`config.mk`:
```
export PLATFORM = sky130hd
export DESIGN_NAME = sync_dp_ram
export DESIGN_NICKNAME = d
export VERILOG_FILES = /design/src/rtl/sync_dp_ram_pkg.sv /design/src/rtl/ram_init_seq.sv /design/src/rtl/sync_dp_ram.sv
export SDC_FILE = /design/constraint.sdc
export NUM_CORES = 1
export LEC_CHECK = 0
export ABC_AREA = 1
export CAP_MARGIN = 15
export CORE_UTILIZATION = 56
export CTS_CLUSTER_SIZE = 25
export DETAILED_ROUTE_END_ITERATION = 8
export PLACE_DENSITY = 0.86
export REMOVE_ABC_BUFFERS = 1
export SYNTH_ARGS = -nofsm -noshare
export SYNTH_HDL_FRONTEND = slang
export SYNTH_SLANG_ARGS = --single-unit
```
`constraint.sdc`:
```
create_clock -name clk -period 2.4 [get_ports clk]
set_clock_uncertainty 0.15 [all_clocks]
set_input_delay 0.36 -clock clk [delete_from_list [all_inputs] [get_ports clk]]
set_output_delay 0.36 -clock clk [all_outputs]
set_load 0.02 [all_outputs]
```
`src/rtl/sync_dp_ram_pkg.sv`:
```
// Shared constants and FSM state type for the simple-dual-port RAM.
package sync_dp_ram_pkg;

   localparam int unsigned RDW_OLD = 0;
   localparam int unsigned RDW_NEW = 1;

   typedef enum logic {INIT, READY} state_t;

endpackage

```
`src/rtl/ram_init_seq.sv`:
```
// Post-reset init sweep: walks every word once, then hands the array to the user ports.
module ram_init_seq
   import sync_dp_ram_pkg::*;
#(
   parameter int unsigned ADDR_W  = 6,
   parameter int unsigned DEPTH   = 64,
   parameter int unsigned INIT_EN = 1
) (
   input  logic              clk,
   input  logic              rst_n,
   output logic              init_busy,
   output logic              init_we,
   output logic [ADDR_W-1:0] init_addr
);

   localparam state_t            RST_STATE = (INIT_EN != 0) ? INIT : READY;
   localparam logic [ADDR_W-1:0] LAST      = ADDR_W'(DEPTH - 1);

   state_t            state, state_nx;
   logic [ADDR_W-1:0] cnt, cnt_nx;

   always_ff @(posedge clk or negedge rst_n) begin
      if (!rst_n) begin
         state <= RST_STATE;
         cnt   <= '0;
      end else begin
         state <= state_nx;
         cnt   <= cnt_nx;
      end
   end

   always_comb begin
      state_nx = state;
      cnt_nx   = cnt;
      if (state == INIT) begin
         if (cnt == LAST) begin
            state_nx = READY;
            cnt_nx   = '0;
         end else begin
            cnt_nx = cnt + 1'b1;
         end
      end
   end

   always_comb begin
      init_busy = (state == INIT);
      init_we   = (state == INIT);
      init_addr = cnt;
   end

endmodule

```
`src/rtl/sync_dp_ram.sv`:
```
// Simple-dual-port synchronous RAM with byte enables, selectable read-during-write
// policy, optional output register and a post-reset init sweep.
module sync_dp_ram
   import sync_dp_ram_pkg::*;
#(
   parameter int unsigned       DATA_W   = 8,
   parameter int unsigned       ADDR_W   = 6,
   parameter int unsigned       DEPTH    = 64,
   parameter int unsigned       RDW_MODE = RDW_OLD,
   parameter int unsigned       OUT_REG  = 0,
   parameter int unsigned       INIT_EN  = 1,
   parameter logic [DATA_W-1:0] INIT_VAL = '0
) (
   input  logic                  clk,
   input  logic                  rst_n,
   input  logic                  wr_en,
   input  logic [ADDR_W-1:0]     wr_addr,
   input  logic [DATA_W/8-1:0]   wr_be,
   input  logic [DATA_W-1:0]     wr_data,
   input  logic                  rd_en,
   input  logic [ADDR_W-1:0]     rd_addr,
   output logic [DATA_W-1:0]     rd_data,
   output logic                  rd_valid,
   output logic                  init_busy,
   output logic                  acc_err
);

   localparam int unsigned       NB      = DATA_W / 8;
   localparam logic [ADDR_W:0]   DEPTH_X = (ADDR_W + 1)'(DEPTH);

   logic                busy;
   logic                init_we;
   logic [ADDR_W-1:0]   init_addr;
   logic                wr_ok, rd_ok;
   logic                mem_we;
   logic [ADDR_W-1:0]   mem_addr;
   logic [NB-1:0]       mem_be;
   logic [DATA_W-1:0]   mem_wdata;
   logic [DATA_W-1:0]   rd_word;
   logic [DATA_W-1:0]   mem [DEPTH];

   ram_init_seq #(
      .ADDR_W  (ADDR_W),
      .DEPTH   (DEPTH),
      .INIT_EN (INIT_EN)
   ) u_init_seq (
      .clk       (clk),
      .rst_n     (rst_n),
      .init_busy (busy),
      .init_we   (init_we),
      .init_addr (init_addr)
   );

   assign init_busy = busy;

   // Out-of-range addresses are rejected outright, never folded onto a valid word.
   always_comb begin
      wr_ok = wr_en & ~busy & ({1'b0, wr_addr} < DEPTH_X);
      rd_ok = rd_en & ~busy & ({1'b0, rd_addr} < DEPTH_X);
   end

   always_comb begin
      mem_we    = busy ? init_we   : wr_ok;
      mem_addr  = busy ? init_addr : wr_addr;
      mem_be    = busy ? '1        : wr_be;
      mem_wdata = busy ? INIT_VAL  : wr_data;
   end

   always_ff @(posedge clk) begin
      if (mem_we) begin
         for (int unsigned b = 0; b < NB; b++) begin
            if (mem_be[b]) mem[mem_addr][8*b +: 8] <= mem_wdata[8*b +: 8];
         end
      end
   end

   // Write-first mode forwards the enabled write bytes onto a colliding read.
   always_comb begin
      rd_word = mem[rd_addr];
      if (RDW_MODE == RDW_NEW && wr_ok && wr_addr == rd_addr) begin
         for (int unsigned b = 0; b < NB; b++) begin
            if (wr_be[b]) rd_word[8*b +: 8] = wr_data[8*b +: 8];
         end
      end
   end

   always_ff @(posedge clk or negedge rst_n) begin
      if (!rst_n) acc_err <= 1'b0;
      else        acc_err <= (wr_en & ~wr_ok) | (rd_en & ~rd_ok);
   end

   if (OUT_REG != 0) begin : g_out2
      logic              s1_valid;
      logic [DATA_W-1:0] s1_data;

      always_ff @(posedge clk or negedge rst_n) begin
         if (!rst_n) begin
            s1_valid <= 1'b0;
            s1_data  <= '0;
            rd_valid <= 1'b0;
            rd_data  <= '0;
         end else begin
            s1_valid <= rd_ok;
            if (rd_ok) s1_data <= rd_word;
            rd_valid <= s1_valid;
            if (s1_valid) rd_data <= s1_data;
         end
      end
   end else begin : g_out1
      always_ff @(posedge clk or negedge rst_n) begin
         if (!rst_n) begin
            rd_valid <= 1'b0;
            rd_data  <= '0;
         end else begin
            rd_valid <= rd_ok;
            if (rd_ok) rd_data <= rd_word;
         end
      end
   end

endmodule

```
==> qor.txt <==
overall routed net length - 58,600 um
Final min period - 2.37 ns
TritonCTS clock tree - yes
Peak VDD IR - 0.497 mV
Slew HR - 60.8%
DR WL met2 - 27,600 um
Cell Rows - 72
clk slew on worst S/H paths - 0.06 ns
Routed Antenna Nets - 0
die area - 39,900 um2
Setup Buffers After CTS - 0
DP Area - 23,600 um2
Main synth FF type - edfxtp_1
class of the worst hold path - primary input to flip-flop
Data arrival, critical path - 2.49 ns
Die X - 200 um
crit start category - flip-flop
max cap viols - 0
Starting Density - 56.6%
WP data required - 2.52 ns
total power - 18.9 mW
Slew Limit Fails - 0
Final Hold Viols - 0
P_leak - 9.09 nW
via count - 15,900
Pre-antenna DRT Iters - 8
final RePlAce weighted congestion - 0.927
Worst setup EP type - flip-flop
Yosys reg bits - 529
synth warn - 0
layout cells sized above 1 - 12.8%
Core Footprint - 38,600 um2
initial drt markers - 2,567
DPL Wire Length - 35,600 um
Clock Latency Late Sink - 0.57 ns
number of H-tree branching levels - 2
M1 wire length - 20,000 um
RSZ-0062 raised after global routing - true
cell count after synthesis - 1,873
Yosys cell types - 31
WL per Instance - 23.0 um
uppermost layer routed - met5
chip height - 200 um
# IOs - 36
outcome - finished, final reports clean
WS Path Type - flip-flop to flip-flop
P&R area growth vs syn - 15.6%
first-pass GRT wire length - 88,600 um
final instance area - 25,300 um2
Inserted Diodes - 0
metal3 WL - 7940 um
largest net degree at the start of global routing - 114
port bufs - 35
Async S/R FF share, synth - 3.21%
average size of a mapped cell - 11.7 um2
mapped cell area - 21,900 um2
initial antenna violation count - 1
TNS Setup - 0 ns
Final Setup Violations - 0
Root Driver - clkbuf_16
post-route setup slack - 0.0349 ns
Net count, final - 2,016
Max Freq - 423 MHz
Clock Tree Buf Depth - 3
EDFF count, synth - 512
worst slew pin tran - 0.586 ns
GRT overflow - 0
CTS Buf Count - 51
vias per inst - 6.23
vias in the first global route - 15,700
crit path max fanout - 8
total track usage - 30.1%
pre-CTS WS - -0.235 ns
CTS sink cnt - 529
period utilization - 98.5%
P per Cell Area - 746 nW/um2
DRC viols - 0
sequential fraction of the synthesis area - 72.2%
cells in the mapped netlist (6+ instances only):
cell type / instances / share of area [%]
clkbuf_1: 6 / 0.10
buf_2: 52 / 1.2
buf_1: 16 / 0.27
nor2_1: 66 / 1.1
inv_1: 20 / 0.34
nand2_1: 635 / 11
buf_4: 13 / 0.45
edfxtp_1: 512 / 70
nand3_1: 471 / 11
buf_6: 25 / 1.3
dfrtp_1: 17 / 1.9
logic make-up after synthesis:
logic type,Yosys count,share of synthesized area (%)
compound gates,11,0.372
fa+ha+maj,1,0.0571
simple gates,1192,23.5
flops,529,72.2
xor+xnor,1,0.0400
buf+inv,139,3.83
routing by layer:
metal / vias up / GRT usage (%)
met4: 2 / 15.4
met3: 259 / 6.11
met2: 1366 / 48.6
met1: 7443 / 39.0
li1: 6806 / -
met5: - / 0
path summary, 6_finish.rpt:
check | to | from | cells after the start | slack [ns]
worst max-delay path | mem[26][4] | u_init_seq.state | 8 | 0.03
worst min-delay path | acc_err | rd_en | 3 | 0.29
worst max register to register | mem[26][4] | u_init_seq.state | 8 | 0.03
worst min register to register | rd_data[1] | rd_data[1] | 2 | 0.35
max in group asynchronous | rd_data[6] | rst_n | 3 | 1.29
min in group asynchronous | u_init_seq.init_addr[5] | rst_n | 3 | 0.56
layout make-up:
class	count	area, um2
clock buffer	76	1470
clock inverter	17	161
fill	2512	13300
inverter	26	106
multi-input combinational	1205	5310
sequential	529	15800
tap	518	648
timing repair buffer	177	1800
power breakdown:
| part | leakage (nW) | switching [mW] | internal, mW |
|---|---|---|---|
| Sequential | 3.78 | 0.00104 | 9.97 |
| Combinational | 4.50 | 0.709 | 0.322 |
| Clock | 0.803 | 3.32 | 4.54 |
placed cells by master, fill, tap and decap left out, types with 3 or more instances in the layout:
| master | instances |
|---|---|
| a21oi_1 | 3 |
| buf_12 | 31 |
| buf_4 | 111 |
| bufinv_16 | 3 |
| clkbuf_1 | 15 |
| clkbuf_16 | 51 |
| clkbuf_8 | 10 |
| clkdlybuf4s50_1 | 32 |
| clkinv_1 | 5 |
| clkinv_2 | 9 |
| dfrtp_1 | 17 |
| edfxtp_1 | 512 |
| inv_1 | 11 |
| inv_2 | 11 |
| nand2_1 | 633 |
| nand3_1 | 470 |
| nand3_2 | 4 |
| nor2_1 | 57 |
| nor2_2 | 9 |
| nor3_1 | 4 |
| nor4_1 | 4 |
| o21ai_2 | 3 |
worst max-delay path, stage by stage, from the launching register on:
cell     delay [ns]
dfrtp_1        0.44
inv_2          0.15
or2_1          0.13
o21ai_2        0.11
nor2_1         0.18
nand3_1        0.27
buf_4          0.31
nor2_1         0.14
buf_4          0.19
registers in the layout (all words and copies together), names as in the netlist:
name	count
mem	512
u_init_seq.state	1
rd_data	8
rd_valid	1
u_init_seq.init_addr	6
acc_err	1
timing repair:
action,4_1_cts,5_1_grt
pin swaps,0,1
gates resized for setup,1,15
hold buffers,1,0
endpoints found under the setup margin,24,199
hold endpoints to repair,5,0
through the flow:
stage / instances / util (%) / hold WS [ns]
floorplan: 1760 / - / -0.0856
global placement: 2454 / 61.1 / 0.322
detailed placement: 2454 / 61.1 / 0.336
CTS: 2548 / 65.3 / 0.279
global route: 2548 / 65.5 / 0.316
finish: 2548 / 65.5 / 0.295
Note: power is estimated with default switching activity, not from simulation.
